--- src/rtl/saed32_mem_pkg.sv ---
// Shared widths, FSM state type and Hamming position helper for the SAED32 port controller.
package saed32_mem_pkg;

    localparam int unsigned ADDR_W_DEF = 5;
    localparam int unsigned DATA_W_DEF = 32;
    localparam int unsigned CHK_W      = 7;
    localparam int unsigned MEM_W_DEF  = DATA_W_DEF + CHK_W;

    typedef enum logic [0:0] {
        ST_INIT = 1'b0,
        ST_RUN  = 1'b1
    } state_e;

    // Hamming code position of data bit idx: the idx-th position that is not a power of two.
    function automatic logic [CHK_W-2:0] hamming_pos(input int unsigned idx);
        int unsigned      cnt;
        logic [CHK_W-2:0] pos;
        cnt = 0;
        pos = '0;
        for (int unsigned p = 3; p < (32'd1 << (CHK_W - 1)); p++) begin
            if ((p & (p - 1)) != 0) begin
                if (cnt == idx) pos = p[CHK_W-2:0];
                cnt++;
            end
        end
        return pos;
    endfunction

endpackage

--- src/rtl/saed32_secded.sv ---
// Combinational SECDED encode and decode/correct for 32 data bits plus 7 check bits.
module saed32_secded
    import saed32_mem_pkg::*;
#(
    parameter int DATA_W = DATA_W_DEF,
    parameter int MEM_W  = MEM_W_DEF
) (
    input  logic [DATA_W-1:0] enc_data,
    output logic [MEM_W-1:0]  enc_code,
    input  logic [MEM_W-1:0]  dec_code,
    output logic [DATA_W-1:0] dec_data,
    output logic              dec_err_corr,
    output logic              dec_err_uncorr
);

    localparam int SYN_W = MEM_W - DATA_W - 1;

    logic [SYN_W-1:0] enc_chk;
    logic [SYN_W-1:0] dec_syn;
    logic             dec_par;

    function automatic logic [SYN_W-1:0] hamming_chk(input logic [DATA_W-1:0] d);
        logic [SYN_W-1:0] c;
        c = '0;
        for (int unsigned i = 0; i < DATA_W; i++) begin
            if (d[i]) c ^= hamming_pos(i);
        end
        return c;
    endfunction

    // Word layout: {overall parity, hamming checks, data}; all-zero data encodes to all-zero.
    always_comb begin
        enc_chk  = hamming_chk(enc_data);
        enc_code = {^{enc_chk, enc_data}, enc_chk, enc_data};
    end

    always_comb begin
        dec_syn  = hamming_chk(dec_code[DATA_W-1:0]) ^ dec_code[MEM_W-2:DATA_W];
        dec_par  = ^dec_code;
        dec_data = dec_code[DATA_W-1:0];
        for (int unsigned i = 0; i < DATA_W; i++) begin
            if (dec_par && (dec_syn == hamming_pos(i))) dec_data[i] = ~dec_code[i];
        end
        dec_err_corr   = dec_par;
        dec_err_uncorr = ~dec_par & (|dec_syn);
    end

endmodule

--- src/rtl/saed32_port_ctrl.sv ---
// Single-port controller for a 32x39 SRAM: post-reset clear sweep, then request/response access.
// Optional SECDED protection is enabled with the SAED32_PORT_CTRL_ECC_EN macro.
module saed32_port_ctrl
    import saed32_mem_pkg::*;
#(
    parameter int ADDR_W = ADDR_W_DEF,
    parameter int DATA_W = DATA_W_DEF,
    parameter int MEM_W  = MEM_W_DEF
) (
    input  logic              CLK,
    input  logic              RST,
    input  logic              req_valid,
    output logic              req_ready,
    input  logic              req_we,
    input  logic [ADDR_W-1:0] req_addr,
    input  logic [DATA_W-1:0] req_wdata,
    output logic              rsp_valid,
    input  logic              rsp_ready,
    output logic [DATA_W-1:0] rsp_rdata,
    output logic              rsp_err_corr,
    output logic              rsp_err_uncorr,
    output logic              init_done,
    output logic              mem_ce,
    output logic              mem_we,
    output logic [ADDR_W-1:0] mem_a,
    output logic [MEM_W-1:0]  mem_d,
    output logic [MEM_W-1:0]  mem_wem,
    input  logic [MEM_W-1:0]  mem_q
);

    localparam logic [ADDR_W-1:0] LAST_ADDR = '1;

    state_e            state_q, state_d;
    logic [ADDR_W-1:0] cnt_q, cnt_d;
    logic              rd_inflight_q;
    logic              rsp_valid_q;
    logic [DATA_W-1:0] rsp_rdata_q;
    logic              rsp_err_corr_q;
    logic              rsp_err_uncorr_q;
    logic              accept;
    logic [MEM_W-1:0]  enc_word;
    logic [DATA_W-1:0] dec_data;
    logic              dec_corr;
    logic              dec_uncorr;

`ifdef SAED32_PORT_CTRL_ECC_EN
    saed32_secded #(
        .DATA_W(DATA_W),
        .MEM_W (MEM_W)
    ) u_secded (
        .enc_data      (req_wdata),
        .enc_code      (enc_word),
        .dec_code      (mem_q),
        .dec_data      (dec_data),
        .dec_err_corr  (dec_corr),
        .dec_err_uncorr(dec_uncorr)
    );
`else
    logic unused_chk;
    assign enc_word   = {{(MEM_W - DATA_W){1'b0}}, req_wdata};
    assign dec_data   = mem_q[DATA_W-1:0];
    assign dec_corr   = 1'b0;
    assign dec_uncorr = 1'b0;
    assign unused_chk = ^mem_q[MEM_W-1:DATA_W];
`endif

    // A stalled response or an outstanding read blocks new requests.
    assign req_ready = (state_q == ST_RUN) & ~rd_inflight_q & ~(rsp_valid_q & ~rsp_ready);
    assign accept    = req_valid & req_ready;
    assign mem_wem   = '1;

    always_comb begin
        state_d = state_q;
        cnt_d   = cnt_q;
        mem_ce  = 1'b0;
        mem_we  = 1'b0;
        mem_a   = req_addr;
        mem_d   = enc_word;
        unique case (state_q)
            ST_INIT: begin
                mem_ce = 1'b1;
                mem_we = 1'b1;
                mem_a  = cnt_q;
                mem_d  = '0;
                cnt_d  = cnt_q + 1'b1;
                if (cnt_q == LAST_ADDR) state_d = ST_RUN;
            end
            ST_RUN: begin
                mem_ce = accept;
                mem_we = accept & req_we;
            end
        endcase
    end

    always_ff @(posedge CLK) begin
        if (RST) begin
            state_q          <= ST_INIT;
            cnt_q            <= '0;
            rd_inflight_q    <= 1'b0;
            rsp_valid_q      <= 1'b0;
            rsp_rdata_q      <= '0;
            rsp_err_corr_q   <= 1'b0;
            rsp_err_uncorr_q <= 1'b0;
        end else begin
            state_q       <= state_d;
            cnt_q         <= cnt_d;
            rd_inflight_q <= accept & ~req_we;
            if (rd_inflight_q) begin
                rsp_valid_q      <= 1'b1;
                rsp_rdata_q      <= dec_data;
                rsp_err_corr_q   <= dec_corr;
                rsp_err_uncorr_q <= dec_uncorr;
            end else if (rsp_ready) begin
                rsp_valid_q <= 1'b0;
            end
        end
    end

    assign rsp_valid      = rsp_valid_q;
    assign rsp_rdata      = rsp_rdata_q;
    assign rsp_err_corr   = rsp_err_corr_q;
    assign rsp_err_uncorr = rsp_err_uncorr_q;
    assign init_done      = (state_q == ST_RUN);

endmodule

--- config.mk ---
export PLATFORM = sky130hd
export DESIGN_NAME = saed32_port_ctrl
export DESIGN_NICKNAME = d
export VERILOG_FILES = /design/src/rtl/saed32_mem_pkg.sv /design/src/rtl/saed32_secded.sv /design/src/rtl/saed32_port_ctrl.sv
export SDC_FILE = /design/constraint.sdc
export NUM_CORES = 1
export LEC_CHECK = 0
export CORE_ASPECT_RATIO = 0.5
export CORE_UTILIZATION = 25
export CTS_CLUSTER_SIZE = 24
export DETAILED_ROUTE_END_ITERATION = 8
export DONT_BUFFER_PORTS = 1
export SETUP_SLACK_MARGIN = 0.15
export SLEW_MARGIN = 10
export SYNTH_ARGS = -nofsm -noshare
export SYNTH_HDL_FRONTEND = slang
export SYNTH_HIERARCHICAL = 1
export SYNTH_SLANG_ARGS = --single-unit
--- constraint.sdc ---
create_clock -name CLK -period 1.7 [get_ports CLK]
set_clock_uncertainty 0.05 [all_clocks]
set_input_delay 0.17 -clock CLK [delete_from_list [all_inputs] [get_ports CLK]]
set_output_delay 0.17 -clock CLK [all_outputs]
set_load 0.05 [all_outputs]
# [Word-level counts from Yosys, hierarchy flattened]
# Cells that the tools add are included.
[op_classes] n_addsub=1 mul=0 div_mod_pow=0 n_lt_le_gt_ge=0 n_eq_ne=1 shift=0 mux=8 n_bitwise=11 n_reduce_logical=1
[op_table] operator="$mux 32" count=1
[op_table] operator="$and 1x1->1" count=6
[op_table] operator="$add 5x1->5 const B" count=1
[op_table] operator="$eq 5x5->1 const B" count=1
[op_table] operator="$mux 5" count=1
[op_table] operator="$not 1->1" count=5
[op_table] operator="$mux 1" count=4
[op_table] operator="$pmux 1 s2" count=2
[op_table] operator="$reduce_bool 2->1" count=1
[word_totals] reg_bits=40 latchBits=0 ram_bits=0 romBits=0 in_bits=81 wordCells=27 n_memories=0

# [Logic depth before layout (Yosys ltp)]
# Gate-level depths: netlist (run 1).
[depth] word_depth=7 depth_mapped=5 mapped_depth_nobuf=5

# [Worst setup path before layout (run 1)]
# No wires, ideal clock.
[synth_path] kind="reg-to-output" from="register state_q, in the netlist init_done" to="output mem_d[24]" t_arrival_ps=1437 required_ps=1480 slack_ps=43 stages_incl_launch_ff=4 path_cell_list="dfxtp_1 -> buf_6 -> buf_2 -> and2_1"
[synth_between] elab_chain_len=1
[synth_rtl] item="from (decl)" line="saed32_port_ctrl.sv:33" source="state_e state_q, state_d;"
[synth_rtl] item="from (signal assigned)" line="saed32_port_ctrl.sv:105" source="state_q <= state_d;"
[synth_rtl] item="$mux 32" line="saed32_port_ctrl.sv:79" source="unique case (state_q)"
[synth_rtl] item="to (decl)" line="saed32_port_ctrl.sv:26" source="output logic [MEM_W-1:0] mem_d,"
# No other way between the ends.

# [Final worst setup path (run 1)]
[layout_path] from="register state_q, in the netlist init_done" to="output mem_a[2]"
[layout_between] elab_chain_len=1
[layout_rtl] item="$mux 5" line="saed32_port_ctrl.sv:79"
[layout_rtl] item="to (decl)" line="saed32_port_ctrl.sv:25" source="output logic [ADDR_W-1:0] mem_a,"
# No other way between the ends.

==> results of run 1 <==
## cell usage in the layout, fill, tap and decap left out, types with 3 or more instances in the layout
cell type	netlist	routed
conb_1	2	48
nor2_1	40	40
dfxtp_1	40	38
mux2i_1	34	34
buf_12	3	34
and2_1	33	33
buf_4	48	20
dlygate4sd3_1	0	19
clkbuf_16	0	5
mux2_2	5	3
## layout make-up
class	instances	area, sq um
Clock buffer	8	146
Timing Repair Buffer	74	1030
Multi-Input combinational cell	176	1100
Fill cell	816	5040
Tap cell	112	140
Sequential cell	40	803
## worst min path at each step
| stage | to | slack [ps] | start |
|---|---|---|---|
| after floorplan | rd_inflight_q$_SDFF_PP0_ | 190 | req_we |
| after global placement | rd_inflight_q$_SDFF_PP0_ | 190 | req_we |
| after detailed placement | rd_inflight_q$_SDFF_PP0_ | 190 | req_we |
| after CTS | rsp_rdata[11]$_SDFFE_PP0P_ | 0.7 | mem_q[11] |
| after global routing | rsp_rdata[2]$_SDFFE_PP0P_ | 2 | mem_q[2] |
| final | rsp_rdata[28]$_SDFFE_PP0P_ | 0.7 | mem_q[28] |
## kinds of logic after synthesis
| kind of cell | after synthesis | synth area share (%) |
|---|---|---|
| flops | 40 | 36.3 |
| fa+ha+maj | 2 | 1.14 |
| xor+xnor | 3 | 1.19 |
| simple gates | 84 | 21.0 |
| other cells | 2 | 0.341 |
| buf+inv | 61 | 22.0 |
| mux | 39 | 18.0 |
## repair_timing
item | CTS | global route
endpoints found under the setup margin | 4 | 6
hold endpoints to repair | 40 | 3
hold buffers | 17 | 3
resized for setup | 2 | 1
## stage by stage
stage	hold slack (ps)	setup WS, ps	power (mW)	util [%]
final	0.741	161	2.22	39.0
after global routing	1.94	105	2.32	39.0
after CTS	0.708	86.6	2.24	38.6
after detailed placement	186	352	1.25	34.5
after global placement	186	357	1.25	34.5
after floorplan	191	226	1.35	-
## flip-flops by register name (all words and copies together), names as in the netlist
register	flops
rsp_valid	1
init_done	1
rd_inflight_q	1
rsp_rdata	32
cnt_q	5
## power by group through the flow
| stage | Combinational [mW] | Sequential [mW] | Clock (mW) |
|---|---|---|---|
| after detailed placement | 0.279 | 0.974 | 0 |
| final | 0.339 | 0.954 | 0.929 |
| after global routing | 0.353 | 0.955 | 1.02 |
| after global placement | 0.278 | 0.974 | 0 |
| after CTS | 0.331 | 0.954 | 0.951 |
| after floorplan | 0.376 | 0.973 | 0 |
## layer usage
layer  global-route usage [%]  up-vias  wire length [um]
met5                        0        -                 0
met4                     4.35        0                46
met3                     3.26        5               349
met2                     20.1       78              2900
met1                     10.6      733              1920
li1                         -      765                 -
==> impl_metrics.py, run 1 <==
metrics = {
    "detailed_routing": {
        "ant_nets": 0,
        "wl_per_cell_um": 12.7,
        "routed_wl_um": 5210,
        "dr.pass1.iters": 3,
        "vias": 1581,
        "viasPerCell": 3.86,
        "first_iter_violations": 31,
        "drc": 0,
    },
    "synthesis": {
        "yosysMostFrequentCell": "buf_4",
        "synth_top_area_share_pct": 36.3,
        "ys_ff_latch": 40,
        "yosys_warnings": 6,
        "synth_edf_count": 0,
        "synth_common_cells": "buf_4 (48), dfxtp_1 (40), nor2_1 (40)",
        "synthTopCellsByArea": "dfxtp_1 (36%), buf_4 (16%), mux2i_1 (15%), and2_1 (9.4%), nor2_1 (6.8%)",
        "syn_avg_cell_area_sq_um": 9.54,
        "syn-cell-area_sq_mm": 0.00220,
        "async_flop_share_pct": 0,
        "synth-main-ff-cell": "dfxtp_1",
        "yosysTopAreaCell": "dfxtp_1",
        "ys_types": 23,
        "syn-instance-count": 231,
        "yosysSeqAreaShare_pct": 36.3,
    },
    "pwr": {
        "p_per_area_mw_per_mm2": 690,
        "p_seq_share_pct": 42.9,
        "clkPwrFrac_pct": 41.8,
        "peakVddDrop_mv": 0.339,
        "swShare_pct": 28.8,
        "p_switching_uw": 640,
        "p_int_mw": 1.58,
        "cellLeakagePower_nw": 1.36,
        "pwr-share-comb_pct": 15.2,
    },
    "critical_path": {
        "worst-path-stages": 2,
        "cp.required_ps": 1480,
        "slowest_stage": "mux2_2",
        "crit_fanout": 17,
        "endpoint_kind": "output pin",
        "critPathLaunchType": "register",
        "ff2ff_path_depth": 3,
        "worstSetupStartpoint": "init_done$_SDFF_PP0_",
        "cp.arrival_ps": 1320,
        "rrSetupSlack_ps": 210,
        "worstPathCellList": "buf_6, mux2_2",
        "critPathMaxStageDelay_ps": 490,
        "crit_family": "multiplexers",
        "r2r_start": "init_done$_SDFF_PP0_",
        "path_buf_inv": 1,
        "crit_type": "register to output pin",
        "crit_end": "mem_a[2]",
        "rr_endpoint": "rd_inflight_q$_SDFF_PP0_",
    },
    "floorplanning": {
        "die_h_um": 68.4,
        "rows": 23,
        "start_util_pct": 26.7,
        "die_x_um": 135,
        "core_area_sq_mm": 0.00826,
        "die-area_sq_mm": 0.00922,
        "io_pins": 203,
    },
    "worst_hold_path": {
        "hold_class": "input pin to register",
        "hold_depth": 2,
    },
    "finish": {
        "finalNetCount": 380,
        "antennaDiodeCount": 0,
        "drive_above_1_share_pct": 24.2,
        "fin_cells": 410,
        "final_design_area_no_fill_sq_mm": 0.00322,
        "syn_to_final_growth_pct": 46.1,
    },
    "clocking": {
        "clk_pin_slew_ps": 60,
        "htree_levels": 2,
        "cts_made_buffers": 5,
        "cts_buffer_depth": 2,
        "root_buffer": "clkbuf_16",
        "cts.sinks": 40,
        "cts_tree": "yes",
        "cts_setup_buffers": 0,
        "clk_latency_ps": 280,
    },
    "place": {
        "portBuffers": 0,
        "dp.cells": 382,
        "gp_congestion": 0.699,
        "placed_area_sq_mm": 0.00285,
        "place_hpwl_um": 3860,
    },
    "global_routing": {
        "grt_overflow_total": 0,
        "grt_pass1_wl_um": 7030,
        "grt_antenna_before_repair": 0,
        "first_global_vias": 1394,
        "grt_start_max_net_pins": 40,
        "grt_use_total_pct": 10.3,
    },
    "sta": {
        "max_freq_ghz": 0.650,
        "setup_viol": 0,
        "final.setup.tns_ps": 0,
        "period_share_pct": 90.5,
        "tightest_slew_ps": 532,
        "maxSlewViolCount": 0,
        "rsz0062_at_grt": "yes",
        "hold_viol_final": 0,
        "fin_crit_ps": 1540,
        "slew_headroom_pct": 64.5,
    },
    "status": {
        "status": "complete, no violations",
    },
    "run": {
        "cap_violations": 0,
    },
}
No activity file was read; power rests on OpenSTA's default activity.
==> run 2, diff against run 1 <==
RECOVER_POWER = 50   (was default)
==> run 2 against run 1 <==
Against the previous run: the flow now finishes with violations (hold timing); final cell count stayed put; global-route usage stayed put; sequential share of layout area is 0.54 points higher; maximum frequency hardly changed; clock power hardly changed; first-iteration DRC count is 19% lower; routed wire length hardly changed; sequential power hardly changed; final area is 2.3% lower; setup slack hardly changed; via count is 0.63% higher; largest power group unchanged.
==> impl_metrics.py, run 2 (synthesis gave the netlist of run 1 again) <==
metrics = {
    "place": {
        "dp.cells": 382,
        "portBuffers": 0,
        "place_hpwl_um": 3860,
        "gp_congestion": 0.699,
    },
    "clocking": {
        "htree_levels": 2,
        "cts_made_buffers": 5,
        "cts_buffer_depth": 2,
        "root_buffer": "clkbuf_16",
        "clk_latency_ps": 280,
        "cts.sinks": 40,
        "clk_pin_slew_ps": 60,
        "cts_setup_buffers": 0,
        "cts_tree": "yes",
    },
    "critical_path": {
        "cp.arrival_ps": 1320,
        "cp.required_ps": 1480,
        "ff2ff_path_depth": 3,
        "endpoint_kind": "output pin",
        "crit_type": "register to output pin",
        "critPathLaunchType": "register",
        "crit_fanout": 17,
    },
    "pwr": {
        "p_seq_share_pct": 42.9,
        "cellLeakagePower_nw": 1.26,
        "total_power_mw": 2.22,
        "clkPwrFrac_pct": 41.9,
        "p_per_area_mw_per_mm2": 705,
        "pwr-share-comb_pct": 15.2,
        "swShare_pct": 28.7,
        "p_switching_uw": 638,
        "p_int_mw": 1.58,
        "peakVddDrop_mv": 0.336,
    },
    "sta": {
        "tightest_slew_ps": 679,
        "max_freq_ghz": 0.650,
        "period_share_pct": 90.5,
        "rsz0062_at_grt": "yes",
        "final.setup.tns_ps": 0,
        "holdWs_ps": -0.108,
        "fin_crit_ps": 1540,
        "hold_viol_final": 1,
        "setup_viol": 0,
        "maxSlewViolCount": 0,
        "slew_headroom_pct": 54.7,
    },
    "run": {
        "cap_violations": 0,
    },
    "finish": {
        "layout_commonest_cell": "conb_1",
        "fin_cells": 410,
        "drive_above_1_share_pct": 18.5,
        "final_util_pct": 38.1,
        "syn_to_final_growth_pct": 42.8,
        "mostFrequentLayoutCells": "conb_1 (48), nor2_1 (40), dfxtp_1 (39)",
        "finalNetCount": 380,
        "antennaDiodeCount": 0,
        "n_fill_cell": 830,
        "largest_reg_flops": 32,
    },
    "detailed_routing": {
        "wl_per_cell_um": 12.7,
        "viasPerCell": 3.88,
        "routed_wl_um": 5210,
        "dr.pass1.iters": 4,
        "vias": 1591,
        "drc": 0,
        "first_iter_violations": 25,
        "ant_nets": 0,
    },
    "status": {
        "violations": "hold timing",
        "status": "finished, violations left",
    },
    "floorplanning": {
        "core_area_sq_mm": 0.00826,
        "io_pins": 203,
        "start_util_pct": 26.7,
        "die_x_um": 135,
        "die-area_sq_mm": 0.00922,
        "rows": 23,
        "die_h_um": 68.4,
    },
    "global_routing": {
        "grt_use_total_pct": 10.3,
        "grt_antenna_before_repair": 0,
        "first_global_vias": 1394,
        "grt_start_max_net_pins": 40,
        "grt_overflow_total": 0,
        "grt_pass1_wl_um": 7030,
    },
    "worst_hold_path": {
        "hold_class": "input pin to register",
        "hold_depth": 2,
    },
}
-- run 2: what timing repair did --
action / in CTS / in global routing
endpoints found under the setup margin: 4 / 6
resized for setup: 2 / 1
hold buffers: 17 / 3
endpoints found under the hold margin: 40 / 3
-- run 2: worst paths after layout --
kind                         startpoint                    endpoint  slack, ps
hold reg to reg   cnt_q[3]$_SDFFE_PP0N_       cnt_q[3]$_SDFFE_PP0N_        490
hold / removal                mem_q[28]  rsp_rdata[28]$_SDFFE_PP0P_       -0.1
setup reg to reg   init_done$_SDFF_PP0_    rd_inflight_q$_SDFF_PP0_        220
setup / recovery   init_done$_SDFF_PP0_                    mem_a[3]        160
-- run 2: layer usage --
| metal | vias up | wire length (um) | global-route usage, % |
|---|---|---|---|
| li1 | 767 | - | - |
| met1 | 739 | 1910 | 10.6 |
| met2 | 80 | 2890 | 20.1 |
| met3 | 5 | 358 | 3.26 |
| met4 | 0 | 46 | 4.35 |
| met5 | - | 0 | 0 |
-- run 2: final cells by class --
class                      count  area (sq um)  area share, %
sequential                    40           802           25.5
clock buffer                   8           146           4.65
tap                          112           140           4.45
timing repair buffer          74           976           31.0
multi-input combinational    176          1080           34.4
-- run 2: through the flow --
stage                     cell area, sq um  setup WS [ps]
after global placement                2850            357
after global routing                  3150            105
after detailed placement              2850            352
after CTS                             3190           86.6
after floorplan                       2380            226
final                                 3150            161
-- run 2: critical path: stages, from the launching register on --
cell,delay [ps]
dfxtp_2,340
buf_6,210
mux2_2,490
-- run 2: power by group through the flow --
stage | logic, mW | clock network [mW] | registers, mW
floorplan | 0.376 | 0 | 0.973
global placement | 0.278 | 0 | 0.974
detailed placement | 0.279 | 0 | 0.974
CTS | 0.331 | 0.951 | 0.954
global route | 0.353 | 1.02 | 0.951
finish | 0.338 | 0.930 | 0.951
==> run 3, diff against run 2 <==
CELL_PAD_IN_SITES_DETAIL_PLACEMENT = 0   (was default)
CELL_PAD_IN_SITES_GLOBAL_PLACEMENT = 1   (was default)
PLACE_DENSITY_LB_ADDON = 0.1   (was default)
==> run 3 against run 2 <==
Against the previous run: the run now ends clean; non-clock buffer count up 10; setup slack better by 21 ps; total power shrank 1.2%; sequential power is essentially flat; sequential cell count did not move; count of clock-buffer cells in the layout is 3 lower; die area stayed put; register-to-register slack improved by 40 ps; final cell count grew 2.4%; worst hold slack better by 6.5 ps; critical endpoint is now mem_a[4]; highest routed layer unchanged.
==> impl_metrics.py, run 3 (synthesis gave the netlist of run 1 again) <==
metrics = {
    "sta": {
        "rsz0062_at_grt": "yes",
        "fin_crit_ps": 1520,
        "maxSlewViolCount": 0,
        "holdWs_ps": 6.43,
        "setup_viol": 0,
        "hold_viol_final": 0,
        "max_freq_ghz": 0.659,
        "final.setup.tns_ps": 0,
        "tightest_slew_ps": 656,
        "worst_slack_ps": 182,
        "slew_headroom_pct": 56.2,
        "period_share_pct": 89.3,
    },
    "place": {
        "gp_congestion": 0.715,
        "dp_slack_ps": 347,
        "portBuffers": 0,
        "place_hpwl_um": 3870,
    },
    "floorplanning": {
        "rows": 23,
        "die_x_um": 135,
        "die-area_sq_mm": 0.00922,
        "die_h_um": 68.4,
        "io_pins": 203,
        "start_util_pct": 26.7,
        "core_area_sq_mm": 0.00826,
    },
    "global_routing": {
        "grt_antenna_before_repair": 0,
        "grt_pass1_wl_um": 7270,
        "first_global_vias": 1480,
        "grt_overflow_total": 0,
        "grt_start_max_net_pins": 49,
        "grt_use_total_pct": 10.1,
    },
    "detailed_routing": {
        "wl_met1_um": 1800,
        "ant_nets": 0,
        "drc": 0,
        "top_layer": "met4",
        "vias": 1625,
        "viasPerCell": 3.87,
        "dr.pass1.iters": 3,
        "routed_wl_um": 4990,
        "first_iter_violations": 48,
        "wl_per_cell_um": 11.9,
        "route.met3.wl_um": 371,
        "wl_met2_um": 2790,
    },
    "clocking": {
        "cts.sinks": 40,
        "htree_levels": 2,
        "cts_made_buffers": 5,
        "root_buffer": "clkbuf_16",
        "clk_pin_slew_ps": 60,
        "cts_tree": "yes",
        "cts_buffer_depth": 2,
        "post_cts_resized": 0,
        "cts_setup_buffers": 0,
        "clk_latency_ps": 280,
    },
    "pwr": {
        "p_per_area_mw_per_mm2": 684,
        "clkPwrFrac_pct": 41.1,
        "cellLeakagePower_nw": 1.28,
        "p_int_mw": 1.54,
        "pwr-share-comb_pct": 15.6,
        "peakVddDrop_mv": 0.385,
        "p_seq_share_pct": 43.4,
        "swShare_pct": 29.8,
        "p_switching_uw": 653,
    },
    "critical_path": {
        "cp.required_ps": 1480,
        "slowest_stage": "mux2_2",
        "cp.arrival_ps": 1300,
        "worstPathCellList": "buf_12, mux2_2",
        "critPathLaunchType": "register",
        "critPathMaxStageDelay_ps": 480,
        "crit_type": "register to output pin",
        "ff2ff_path_depth": 4,
        "endpoint_kind": "output pin",
        "crit_fanout": 48,
    },
    "run": {
        "cap_violations": 0,
    },
    "finish": {
        "layout_commonest_cell": "conb_1",
        "syn_to_final_growth_pct": 45.4,
        "drive_above_1_share_pct": 18.5,
        "largest_reg_flops": 32,
        "antennaDiodeCount": 0,
        "finalNetCount": 390,
        "mostFrequentLayoutCells": "conb_1 (48), nor2_1 (40), dfxtp_1 (39)",
        "n_fill_cell": 828,
    },
    "worst_hold_path": {
        "hold_class": "input pin to register",
        "hold_depth": 2,
    },
    "status": {
        "status": "complete, no violations",
    },
}
## run 3: cell count changes in the layout (fill, tap and decap cells not counted), sizes merged
cell / change
buf: -2
clkbuf: +5
clkinv: +3
dlygate4sd3: +4
## run 3: path summary, 6_finish.rpt
path | startpoint | endpoint | slack [ps]
min reg2reg | cnt_q[3]$_SDFFE_PP0N_ | cnt_q[3]$_SDFFE_PP0N_ | 500
max | init_done$_SDFF_PP0_ | mem_a[4] | 180
max reg2reg | rd_inflight_q$_SDFF_PP0_ | rd_inflight_q$_SDFF_PP0_ | 260
min | mem_q[24] | rsp_rdata[24]$_SDFFE_PP0P_ | 6
## run 3: power by group through the flow
stage,combinational [mW],sequential (mW),clock (mW)
2_1_floorplan,0.376,0.973,0
3_3_place_gp,0.279,0.974,0
3_5_place_dp,0.280,0.975,0
4_1_cts,0.342,0.954,0.944
5_1_grt,0.358,0.951,0.985
6_report,0.341,0.951,0.900
## run 3: area by class of cell
type	instances	area [sq um]	share of cell area, %
clock buffers	5	125	3.91
clock inverters	3	18.8	0.586
multi-input cells	176	1070	33.6
flip-flops and latches	40	802	25.0
well taps	112	140	4.37
repair buffers	84	1040	32.5
## run 3: what timing repair did
item                                    CTS  global route
endpoints found under the setup margin    0             5
endpoints found under the hold margin    40             0
hold buffers                             24             0
## run 3: layer usage
metal	vias to the layer above	global-route usage, %
li1	788	-
met1	745	10.7
met2	90	19.7
met3	2	3.33
met4	0	2.67
met5	-	0
## run 3: metrics by stage
| step | instances | util (%) | power (mW) | area [sq um] |
|---|---|---|---|---|
| 2_1_floorplan | 277 | - | 1.35 | 2380 |
| 3_3_place_gp | 388 | 35.2 | 1.25 | 2910 |
| 3_5_place_dp | 388 | 35.2 | 1.25 | 2910 |
| 4_1_cts | 420 | 40.0 | 2.24 | 3300 |
| 5_1_grt | 420 | 38.8 | 2.29 | 3200 |
| 6_report | 420 | 38.8 | 2.19 | 3200 |
## run 3: critical path: cells and delay by family, from the launching register on
family	cells	cell delay, ps
buf+inv	1	190
mux	1	480
flops	1	340
